$ cat config.mk
export PLATFORM = sky130hd
export DESIGN_NAME = store_buffer_flat
export DESIGN_NICKNAME = d
export VERILOG_FILES = /design/src/rtl/store_buffer_pkg.sv /design/src/rtl/store_buffer_if.sv /design/src/rtl/sb_fifo_ctrl.sv /design/src/rtl/store_buffer.sv /design/src/flat_wrapper.sv
export SDC_FILE = /design/constraint.sdc
export NUM_CORES = 1
export LEC_CHECK = 0
export ABC_AREA = 1
export CAP_MARGIN = 20
export CORE_ASPECT_RATIO = 0.75
export CORE_MARGIN = 2
export CORE_UTILIZATION = 50
export DETAILED_ROUTE_END_ITERATION = 6
export PLACE_DENSITY_LB_ADDON = 0.12
export SYNTH_ARGS = -nofsm -noshare
export SYNTH_HDL_FRONTEND = slang
export SYNTH_SLANG_ARGS = --single-unit
$ cat constraint.sdc
create_clock -name clk -period 8.57 [get_ports clk]
set_input_delay 1.2855 -clock clk [delete_from_list [all_inputs] [get_ports clk]]
set_output_delay 1.2855 -clock clk [all_outputs]
set_load 0.01 [all_outputs]
$ cat src/rtl/store_buffer_pkg.sv
// store_buffer_pkg
// Shared types and default sizing for the store buffer slice.
//   SB_DEPTH   default number of buffered stores
//   SB_AW      default address width
//   SB_DW      default data width
//   sb_entry_t one buffered store {addr, data} at the default widths
package store_buffer_pkg;

   localparam int SB_DEPTH = 4;
   localparam int SB_AW    = 32;
   localparam int SB_DW    = 32;

   typedef struct packed {
      logic [SB_AW-1:0] addr;
      logic [SB_DW-1:0] data;
   } sb_entry_t;

endpackage

$ cat src/rtl/store_buffer_if.sv
// store_buffer_if
// Bundles the pipeline store/load request, the data-memory drain handshake
// and the forwarding result of the store buffer.
//   memwrite/aluout/writedata   store request (aluout doubles as load address)
//   stall                       store request present but not accepted
//   mem_valid/mem_addr/mem_wdata/mem_ready   drain handshake to data memory
//   memread/fwd_hit/fwd_data    load forwarding port
// Modports: master = pipeline + memory side, slave = store buffer.
interface store_buffer_if
   import store_buffer_pkg::*;
#(
   parameter int AW = SB_AW,
   parameter int DW = SB_DW
);

   logic          memwrite;
   logic [AW-1:0] aluout;
   logic [DW-1:0] writedata;
   logic          stall;
   logic          mem_valid;
   logic [AW-1:0] mem_addr;
   logic [DW-1:0] mem_wdata;
   logic          mem_ready;
   logic          memread;
   logic          fwd_hit;
   logic [DW-1:0] fwd_data;

   modport master (
      output memwrite, aluout, writedata, mem_ready, memread,
      input  stall, mem_valid, mem_addr, mem_wdata, fwd_hit, fwd_data
   );

   modport slave (
      input  memwrite, aluout, writedata, mem_ready, memread,
      output stall, mem_valid, mem_addr, mem_wdata, fwd_hit, fwd_data
   );

endinterface

$ cat src/rtl/sb_fifo_ctrl.sv
// sb_fifo_ctrl
// Pointer and occupancy bookkeeping for the store buffer FIFO.
//   clk, reset      clock, synchronous active-high reset
//   i_push, i_pop   requested enqueue / dequeue this cycle
//   o_wrPtr         tail slot written by the next push
//   o_rdPtr         head slot offered to memory
//   o_count         occupied entries (0..DEPTH)
//   o_full, o_empty occupancy flags
module sb_fifo_ctrl
   import store_buffer_pkg::*;
#(
   parameter int DEPTH = SB_DEPTH
) (
   input  logic                       clk,
   input  logic                       reset,
   input  logic                       i_push,
   input  logic                       i_pop,
   output logic [$clog2(DEPTH)-1:0]   o_wrPtr,
   output logic [$clog2(DEPTH)-1:0]   o_rdPtr,
   output logic [$clog2(DEPTH):0]     o_count,
   output logic                       o_full,
   output logic                       o_empty
);

   localparam int PW = $clog2(DEPTH);
   localparam int CW = PW + 1;

   logic [PW-1:0] r_wrPtr;
   logic [PW-1:0] r_rdPtr;
   logic [CW-1:0] r_count;
   logic          w_full;
   logic          w_empty;
   logic          w_doPush;
   logic          w_doPop;

   // Guard the requests here as well so count can never overflow or
   // underflow whatever the caller does.
   assign w_full   = (r_count == CW'(DEPTH));
   assign w_empty  = (r_count == '0);
   assign w_doPush = i_push & ~w_full;
   assign w_doPop  = i_pop & ~w_empty;

   // Pointers wrap naturally because DEPTH is a power of two; count moves
   // only when exactly one of push/pop happens.
   always_ff @(posedge clk) begin
      if (reset) begin
         r_wrPtr <= '0;
         r_rdPtr <= '0;
         r_count <= '0;
      end else begin
         if (w_doPush) begin
            r_wrPtr <= r_wrPtr + PW'(1);
         end
         if (w_doPop) begin
            r_rdPtr <= r_rdPtr + PW'(1);
         end
         if (w_doPush && !w_doPop) begin
            r_count <= r_count + CW'(1);
         end else if (!w_doPush && w_doPop) begin
            r_count <= r_count - CW'(1);
         end
      end
   end

   assign o_wrPtr = r_wrPtr;
   assign o_rdPtr = r_rdPtr;
   assign o_count = r_count;
   assign o_full  = w_full;
   assign o_empty = w_empty;

endmodule

$ cat src/rtl/store_buffer.sv
// store_buffer
// Write buffer between the pipeline memory stage and data memory. Aligned
// stores are queued and drained in program order, one per accepted
// handshake; misaligned stores are dropped and flagged.
//   clk, reset       clock, synchronous active-high reset
//   sb_bus           store_buffer_if.slave (request, drain, forwarding)
//   o_count          occupied entries
//   o_misalign_err   sticky flag, a misaligned store was seen
// Build option: define STORE_BUFFER_FWD_EN to enable load forwarding from
// buffered stores; otherwise fwd_hit/fwd_data are held at zero.
module store_buffer
   import store_buffer_pkg::*;
#(
   parameter int DEPTH = SB_DEPTH,
   parameter int AW    = SB_AW,
   parameter int DW    = SB_DW
) (
   input  logic                    clk,
   input  logic                    reset,
   store_buffer_if.slave           sb_bus,
   output logic [$clog2(DEPTH):0]  o_count,
   output logic                    o_misalign_err
);

   localparam int PW = $clog2(DEPTH);
   localparam int CW = PW + 1;

   typedef struct packed {
      logic [AW-1:0] addr;
      logic [DW-1:0] data;
   } entry_t;

   entry_t        r_entries [DEPTH];
   logic          r_misalignErr;
   logic [PW-1:0] w_wrPtr;
   logic [PW-1:0] w_rdPtr;
   logic [CW-1:0] w_count;
   logic          w_full;
   logic          w_empty;
   logic          w_aligned;
   logic          w_push;
   logic          w_pop;
   logic          w_fwdHit;
   logic [DW-1:0] w_fwdData;

   // A full buffer blocks the store even when the head drains this cycle.
   assign w_aligned = (sb_bus.aluout[1:0] == 2'b00);
   assign w_push    = sb_bus.memwrite & ~w_full & w_aligned;
   assign w_pop     = ~w_empty & sb_bus.mem_ready;

   sb_fifo_ctrl #(
      .DEPTH (DEPTH)
   ) u_ctrl (
      .clk     (clk),
      .reset   (reset),
      .i_push  (w_push),
      .i_pop   (w_pop),
      .o_wrPtr (w_wrPtr),
      .o_rdPtr (w_rdPtr),
      .o_count (w_count),
      .o_full  (w_full),
      .o_empty (w_empty)
   );

   // Entry storage has no reset: an entry is only meaningful while the
   // pointer window covers it, and reset empties that window.
   always_ff @(posedge clk) begin
      if (w_push) begin
         r_entries[w_wrPtr] <= '{addr: sb_bus.aluout, data: sb_bus.writedata};
      end
   end

   // Sticky misalignment flag; a stalled store is not yet examined.
   always_ff @(posedge clk) begin
      if (reset) begin
         r_misalignErr <= 1'b0;
      end else if (sb_bus.memwrite && !w_full && !w_aligned) begin
         r_misalignErr <= 1'b1;
      end
   end

   assign sb_bus.stall     = sb_bus.memwrite & w_full;
   assign sb_bus.mem_valid = ~w_empty;
   assign sb_bus.mem_addr  = w_empty ? '0 : r_entries[w_rdPtr].addr;
   assign sb_bus.mem_wdata = w_empty ? '0 : r_entries[w_rdPtr].data;
   assign sb_bus.fwd_hit   = w_fwdHit;
   assign sb_bus.fwd_data  = w_fwdData;
   assign o_count          = w_count;
   assign o_misalign_err   = r_misalignErr;

`ifdef STORE_BUFFER_FWD_EN
   logic [PW-1:0] w_fwdIdx;

   // Walk entries from oldest to youngest so the last match wins, giving
   // the youngest store. Only registered entries are searched, so a store
   // pushed in the same cycle is not visible.
   always_comb begin
      w_fwdHit  = 1'b0;
      w_fwdData = '0;
      w_fwdIdx  = '0;
      if (sb_bus.memread) begin
         for (int k = 0; k < DEPTH; k++) begin
            w_fwdIdx = w_rdPtr + PW'(k);
            if ((CW'(k) < w_count) &&
                (r_entries[w_fwdIdx].addr[AW-1:2] == sb_bus.aluout[AW-1:2])) begin
               w_fwdHit  = 1'b1;
               w_fwdData = r_entries[w_fwdIdx].data;
            end
         end
      end
   end
`else
   logic w_unusedMemread;

   // Forwarding is compiled out; the load request is deliberately ignored.
   assign w_unusedMemread = sb_bus.memread;
   assign w_fwdHit        = 1'b0;
   assign w_fwdData       = '0;
`endif

endmodule

$ cat src/flat_wrapper.sv
// flat-port wrapper written by rule: the top's interface ports become plain ports
module store_buffer_flat import store_buffer_pkg::*;
#(
   parameter int DEPTH = SB_DEPTH,
   parameter int AW    = SB_AW,
   parameter int DW    = SB_DW
)
  (clk, reset, o_count, o_misalign_err, sb_bus_memwrite, sb_bus_aluout, sb_bus_writedata, sb_bus_mem_ready, sb_bus_memread, sb_bus_stall, sb_bus_mem_valid, sb_bus_mem_addr, sb_bus_mem_wdata, sb_bus_fwd_hit, sb_bus_fwd_data);
  store_buffer_if #(.AW(AW), .DW(DW)) sb_bus_i ();
  input  logic clk;
  input  logic reset;
  output logic [$clog2(DEPTH):0] o_count;
  output logic o_misalign_err;
  input wire logic [$bits(sb_bus_i.memwrite)-1:0] sb_bus_memwrite;
  input wire logic [$bits(sb_bus_i.aluout)-1:0] sb_bus_aluout;
  input wire logic [$bits(sb_bus_i.writedata)-1:0] sb_bus_writedata;
  input wire logic [$bits(sb_bus_i.mem_ready)-1:0] sb_bus_mem_ready;
  input wire logic [$bits(sb_bus_i.memread)-1:0] sb_bus_memread;
  output wire logic [$bits(sb_bus_i.stall)-1:0] sb_bus_stall;
  output wire logic [$bits(sb_bus_i.mem_valid)-1:0] sb_bus_mem_valid;
  output wire logic [$bits(sb_bus_i.mem_addr)-1:0] sb_bus_mem_addr;
  output wire logic [$bits(sb_bus_i.mem_wdata)-1:0] sb_bus_mem_wdata;
  output wire logic [$bits(sb_bus_i.fwd_hit)-1:0] sb_bus_fwd_hit;
  output wire logic [$bits(sb_bus_i.fwd_data)-1:0] sb_bus_fwd_data;
  assign sb_bus_i.memwrite = sb_bus_memwrite;
  assign sb_bus_i.aluout = sb_bus_aluout;
  assign sb_bus_i.writedata = sb_bus_writedata;
  assign sb_bus_i.mem_ready = sb_bus_mem_ready;
  assign sb_bus_i.memread = sb_bus_memread;
  assign sb_bus_stall = sb_bus_i.stall;
  assign sb_bus_mem_valid = sb_bus_i.mem_valid;
  assign sb_bus_mem_addr = sb_bus_i.mem_addr;
  assign sb_bus_mem_wdata = sb_bus_i.mem_wdata;
  assign sb_bus_fwd_hit = sb_bus_i.fwd_hit;
  assign sb_bus_fwd_data = sb_bus_i.fwd_data;
  store_buffer #(.DEPTH(DEPTH), .AW(AW), .DW(DW)) u_core (.clk(clk), .reset(reset), .sb_bus(sb_bus_i), .o_count(o_count), .o_misalign_err(o_misalign_err));
endmodule
After elaboration in Yosys (flattened, before gate mapping)
Memory sizes are Yosys's and may differ from the RTL's. A register that Yosys moved wholly into a read port is not among the register bits.
Index checks and enable logic that the tools add are counted.
Word-level totals
  bits in registers: 8
  latch bits: 0
  memory bits (writable): 256
  memory bits (read-only): 0
  input port bits: 69
  output and inout port bits: 103
  word-level logic and storage cells: 37
  memories kept: 1
Memories
  u_core.r_entries: depth 4, bits a word 64, rd ports 1, clocked after memory_dff 1, write ports 1, RTL line store_buffer.sv:33  | entry_t r_entries [DEPTH];
Operators by class
  add/subtract/negate cells: 4
  multiply operators: 0
  divide/modulo/power cells: 0
  order comparisons: 0
  equal/unequal tests: 1
  shift-type cells: 0
  multiplexer cells: 8
  bitwise gates (word level): 8
  reduce and logical (&&, ||, !) cells: 11
Operators by type and width (number)
  2-to-1 mux 32 bit: 2
  bitwise AND 1 bit: 6
  2-to-1 mux 3 bit: 2
  adder 2 x 1 -> 2 bit, second input constant: 2
  logical AND 1 bit: 4
  logical NOT 1 bit: 4
  2-to-1 mux 2 bit: 2
  adder 3 x 1 -> 3 bit, second input constant: 1
  == test 3 bit, second input constant: 1
  logical NOT 3 bit: 1
  subtractor 3 x 1 -> 3 bit, second input constant: 1
  logical NOT 2 bit: 1
  2-to-1 mux 1 bit: 2
  inverter 1 bit: 2
  nonzero test 2 bit: 1

Longest topological paths before layout
Gate-level depths: netlist of the first run.
  depth after elaboration: 9
  mapped depth: 13

Hierarchy
Synthesis of the first run repeated with hierarchy kept, for this count alone.
Second synthesis, totals
  cells, all modules: 1120
  area, all modules: 11543.6 um^2
Modules (own cells, without submodules)
  store_buffer: times used 1, cells each 1065, area an instance 11159.5 um^2, seq. area each 7707.4 um^2
  sb_fifo_ctrl: times used 1, cells each 55, area an instance 384.1 um^2, seq. area each 140.1 um^2

Worst setup path after synthesis of the first run
No wires, ideal clock.
  kind: input -> register
  from: in sb_bus_aluout[1]
  to: mem u_core.r_entries[0][0] (netlist bit), enable pin
  data arrival time: 4377 ps
  data required time: 8083 ps
  path slack: 3706 ps
  stages: 3
  buffers on the path: 0
  cell sequence: nor2_1 nand3_1 nor2_1
On the way
  word-level cells in the longest chain between the ends: 4
RTL lines
  from (decl): RTL line flat_wrapper.sv:15  | input wire logic [$bits(sb_bus_i.aluout)-1:0] sb_bus_aluout;
  logical NOT 2 bit: RTL line store_buffer.sv:47  | assign w_aligned = (sb_bus.aluout[1:0] == 2'b00);
  bitwise AND 1 bit: RTL line store_buffer.sv:48  | assign w_push = sb_bus.memwrite & ~w_full & w_aligned;
  2-to-1 mux 1 bit: RTL line store_buffer.sv:68  | if (w_push) begin
  2-to-1 mux 1 bit (implied by the code): RTL line store_buffer.sv:69  | r_entries[w_wrPtr] <= '{addr: sb_bus.aluout, data: sb_bus.writedata};
  to (decl): RTL line store_buffer.sv:33
No other way between the ends.

==> results.cfg, run 1 <==
[final_layout]
antenna_cells = 0
final_common_cell = nor2_1
fin_nets = 1067
drive_above_1_share_pct = 4.86
area_growth_syn_to_layout_pct = 20.2
mostFrequentLayoutCells = 266 x nor2_1, 256 x edfxtp_1, 137 x clkdlybuf4s50_1
final_cell_area_um2 = 12900

[sta]
finalSetupViolCount = 0
fmax_mhz = 206
tightest_slew_ns = 1.09
maxSlewHeadroom_pct = 26.9
drv_slew = 0
post-route-period-util_pct = 56.5
fin_skew_ns = 0.0104
rsz0062_at_grt = false
tns_ns = 0
min_period_ns = 4.85
finalHoldViolations = 0

[synthesis]
yosys.area.top_type = edfxtp_1
synthCells = 866
syn_area_um2 = 10700
synth-main-ff-cell = edfxtp_1
synth_top_area_share_pct = 71.8
ys_seq_elements = 266
yosysSeqAreaShare_pct = 73.7
async_flop_share_pct = 0
synth.area.top_cells = edfxtp_1 72%, nor2_1 9.5%, o21ai_0 5.6%
synth_edf_count = 256
synth_warnings = 0
yosysUniqueCellTypes = 21
syn_avg_cell_area_um2 = 12.4

[pwr]
internal-power_mw = 2.60
pwr-share-comb_pct = 33.5
ir_worst_vdd_v = 0.000177
swShare_pct = 31.5
p_leak_nw = 4.37
p_per_area_nw_per_um2 = 295
p_sw_mw = 1.20
seqPwrFrac_pct = 39.7
pwr-share-clk_pct = 26.8

[route]
avgRoutedWirePerCell_um = 16.7
dr.pass1.iters = 5
vias = 6445
drt_iter0_markers = 533
drt-total-wl_um = 21700
ant_nets = 0
viasPerCell = 4.97
drc = 0

[run]
max-cap-violations = 0

[critical_path]
cp_max_fo = 65
arrival_ns = 3.56
critical_path_class = reg2out
critPathSlowestCell = buf_4
end_kind = output pin
worstSetupStartpointType = flop
crit_required_ns = 7.28
max_stage_delay_ns = 0.66
crit_chain = buf_4, inv_2, buf_4, nor2_1, o21ai_1, a21oi_1, clkdlybuf4s50_1
path_common_cell = buf_4

[global_route]
grt_util_all_layers_pct = 18.8
grt_pass1_vias = 5979
antenna_found_initial = 1
grt_max_degree = 94
grt_pass1_wl_um = 33000
grt_overflow = 0

[floorplanning]
core_um2 = 21100
die_h_um = 131
start_util_pct = 50.8
fp.dieArea_um2 = 22600
num_rows = 46
ios = 172
die_w_um = 173

[clock_network]
cts_resized = 0
clock_sinks = 266
clk_path_buf_depth = 3
cts_hold_buf = 0
cts_tree = done
clock_latency_ns = 0.52
clock-root-buffer = clkbuf_16
postCtsSetupRepairBufs = 0
path_clk_slew_ns = 0.06
numCtsBuffers = 26
cts_max_level = 1

[placed_design]
portBuffers = 137
finalWeightedCongestion = 0.714
placed_area_um2 = 12100
place_hpwl_um = 11600

[status]
status = completed

[hold_path]
hp-class = reg2reg
[power by group through the flow]
stage | sequential [mW] | combinational, mW | clock (mW)
final | 1.51 | 1.27 | 1.02
after detailed placement | 1.54 | 1.29 | 0
after floorplan | 1.52 | 0.699 | 0
after global routing | 1.51 | 1.39 | 1.08
after global placement | 1.53 | 1.28 | 0
after CTS | 1.51 | 1.29 | 1.03
[stage by stage]
step,cells,hold WS (ns),power [mW],setup WS (ns),util [%]
2_1_floorplan,898,0.459,2.22,3.71,-
3_3_place_gp,1252,0.440,2.81,3.95,57.5
3_5_place_dp,1252,0.453,2.82,3.93,57.5
4_1_cts,1296,0.462,3.84,3.68,61.1
5_1_grt,1296,0.489,3.99,3.44,61.1
6_report,1296,0.467,3.79,3.72,61.1
[cells in the mapped netlist, types with 10 or more instances]
cell type / n
o21ai_1: 10
nor2_1: 270
o21ai_0: 119
dfxtp_1: 10
a21oi_1: 68
nand2_1: 16
clkbuf_1: 14
buf_4: 38
buf_2: 14
edfxtp_1: 256
inv_1: 19
buf_6: 11
[logic make-up (layout without fill, tap and decap cells)]
group	Yosys count	count (layout)	synth area share [%]
adders and majority gates	6	6	0.771
AOI/OAI and AO/OA	197	197	9.21
other	1	33	0.0350
xor gates and xnor gates	1	1	0.0818
DFF	266	266	73.7
buffers and inverters	102	212	5.84
and+or+nand+nor	293	293	10.4
[routing by layer]
layer,vias up,wire length [um],GRT usage (%)
met2,161,10200,31.5
li1,3206,-,-
met1,3048,9920,26.0
met5,-,0,0
met4,0,351,4.34
met3,30,1180,3.85
[final timing paths]
kind                             from                      end  slack, ns  cells past startpoint
max                              flop      sb_bus_mem_addr[16]       3.72                      7
min             u_core.o_misalign_err    u_core.o_misalign_err       0.47                      2
max reg2reg  u_core.u_ctrl.o_count[0]  u_core.r_entries[1][49]       5.55                      5
min reg2reg     u_core.o_misalign_err    u_core.o_misalign_err       0.47                      2
[layout make-up]
type	instances	area [um2]
fill	1670	8200
sequential	266	7890
multi-input combinational	530	2340
timing repair buffer	146	1440
clock buffer	34	702
tap	288	360
inverter	22	83.8
clock inverter	10	45.0
[flip-flops by register name, indices dropped and copies added (netlist names), named ones only]
signal,cells
u_core.u_ctrl.o_count,3
u_core.r_entries,256
u_core.o_misalign_err,1
u_core.u_ctrl.o_rdPtr,2
u_core.u_ctrl.o_wrPtr,2
[critical path: cells and delay by family (launching register included)]
family                 cells  cell delay [ns]
AO/OA/AOI/OAI              2             0.38
flip-flops                 1             0.31
AND/OR/NAND/NOR            1             0.16
buffers and inverters      4             2.12
(Power assumes the default switching activity.)
==> inputs of run 2 (changes only) <==
- CORE_UTILIZATION: 50 -> 48
- clock period: 8.57 -> 4.1 ns (I/O delays scaled with it)
==> run 2 against run 1 <==
  * Sequential share of layout area down 0.86 points
  * Sequential power is 110% higher
  * Flip-flop and latch count unchanged
  * Register-to-register slack worse by 3.7 ns
  * Combinational power is 120% higher
  * Count of clock-buffer cells in the layout fell by 3
  * Critical path type unchanged
  * Critical endpoint is now sb_bus_mem_addr[31]
==> results.cfg, run 2 (synthesized netlist as in run 1, its figures left out) <==
[status]
status = completed

[clock_network]
cts_hold_buf = 0
clock_sinks = 266
postCtsSetupRepairBufs = 0
numCtsBuffers = 27
cts_resized = 0
cts_tree = done
clock_latency_ns = 0.51
clk_path_buf_depth = 3
path_clk_slew_ns = 0.06
cts_max_level = 1
clock-root-buffer = clkbuf_16

[sta]
drv_slew = 0
fin_skew_ns = 0.00578
rsz0062_at_grt = false
min_period_ns = 3.29
tns_ns = 0
tightest_slew_ns = 0.853
finalSetupViolCount = 0
finalHoldViolations = 0
post-route-period-util_pct = 80.3
fmax_mhz = 304
maxSlewHeadroom_pct = 43.2

[pwr]
ir_worst_vdd_v = 0.000391
p_leak_nw = 4.45
internal-power_mw = 5.61
fin_total_pwr_mw = 8.11
p_per_area_nw_per_um2 = 622
pwr-share-comb_pct = 33.9
swShare_pct = 30.9
p_sw_mw = 2.51
seqPwrFrac_pct = 38.3
pwr-share-clk_pct = 27.8

[floorplanning]
ios = 172
num_rows = 47
start_util_pct = 48.7
die_w_um = 176
core_um2 = 22000
fp.dieArea_um2 = 23500
die_h_um = 133

[critical_path]
worstSetupStartpointType = flop
end_kind = output pin
crit_required_ns = 3.48
cp_max_fo = 66
critical_path_class = reg2out
arrival_ns = 2.68

[global_route]
grt_util_all_layers_pct = 18.2
grt_max_degree = 71
grt_pass1_vias = 6235
grt_pass1_wl_um = 33200
grt_overflow = 0
antenna_found_initial = 0

[final_layout]
antenna_cells = 0
final_util_pct = 59.3
top_register = u_core.r_entries
area_growth_syn_to_layout_pct = 21.9
largest_reg_flops = 256
fin_nets = 1072
drive_above_1_share_pct = 5.54
final_cell_area_um2 = 13100
final_common_cell = nor2_1
fillCellCount = 1757
mostFrequentLayoutCells = 266 x nor2_1, 256 x edfxtp_1, 137 x clkdlybuf4s50_1

[route]
avgRoutedWirePerCell_um = 16.7
ant_nets = 0
viasPerCell = 5.06
drt-total-wl_um = 21800
vias = 6597
drt_iter0_markers = 431
drc = 0
dr.pass1.iters = 7

[placed_design]
portBuffers = 137
finalWeightedCongestion = 0.719
place_hpwl_um = 11500
placed_area_um2 = 12200

[hold_path]
hp-class = reg2reg

[run]
max-cap-violations = 0
==> run 2: cell count changes in the layout (fill, tap and decap cells not counted), sizes merged <==
cell    delta
clkbuf     -3
bufinv     +2
inv        +1
clkinv     -1
buf        +4
==> run 2: worst max-delay path, stage by stage (launching register included) <==
cell and delay [ns]:
dfxtp_4 0.35, buf_4 0.56, nor2_1 0.11, nor2_1 0.11, o21ai_0 0.11, a21oi_1 0.29
clkdlybuf4s50_1 0.60
==> run 2: metal layers <==
metal  track usage (%)  vias to the layer above  share of wire (%)
li1                  -                     3225                  -
met1              25.1                     3169                 45
met2              30.0                      174                 48
met3              4.05                       29                6.2
met4              3.72                        0                1.5
met5                 0                        -                  0
==> run 2: final timing paths <==
path | from | end | slack [ns] | cells past startpoint
setup / recovery | flop | sb_bus_mem_addr[31] | 0.81 | 6
hold / removal | u_core.o_misalign_err | u_core.o_misalign_err | 0.46 | 2
setup reg to reg | u_core.u_ctrl.o_count[0] | u_core.u_ctrl.o_count[2] | 1.83 | 13
hold reg to reg | u_core.o_misalign_err | u_core.o_misalign_err | 0.46 | 2
==> run 2: layout make-up <==
type                            count  area, um2  area share [%]
Tap cell                          294        368            2.82
Inverter                           22       83.8           0.642
Clock buffer                       31        691            5.29
Clock inverter                     12        114           0.872
Sequential cell                   266       7890            60.5
Timing Repair Buffer              150       1560            11.9
Multi-Input combinational cell    530       2340            18.0
==> run 2: power by group through the flow <==
stage / clock network [mW] / registers, mW / logic, mW
finish: 2.25 / 3.11 / 2.75
global route: 2.40 / 3.12 / 3.02
CTS: 2.30 / 3.11 / 2.81
detailed placement: 0 / 3.17 / 2.79
global placement: 0 / 3.16 / 2.78
floorplan: 0 / 3.17 / 1.46
==> run 2: through the flow <==
| stage | cells | worst slack [ns] | hold slack, ns |
|---|---|---|---|
| after floorplan | 898 | -0.0930 | 0.459 |
| after global placement | 1262 | 1.00 | 0.442 |
| after detailed placement | 1262 | 0.954 | 0.452 |
| after CTS | 1305 | 0.790 | 0.459 |
| after global routing | 1305 | 0.612 | 0.491 |
| final | 1305 | 0.807 | 0.456 |
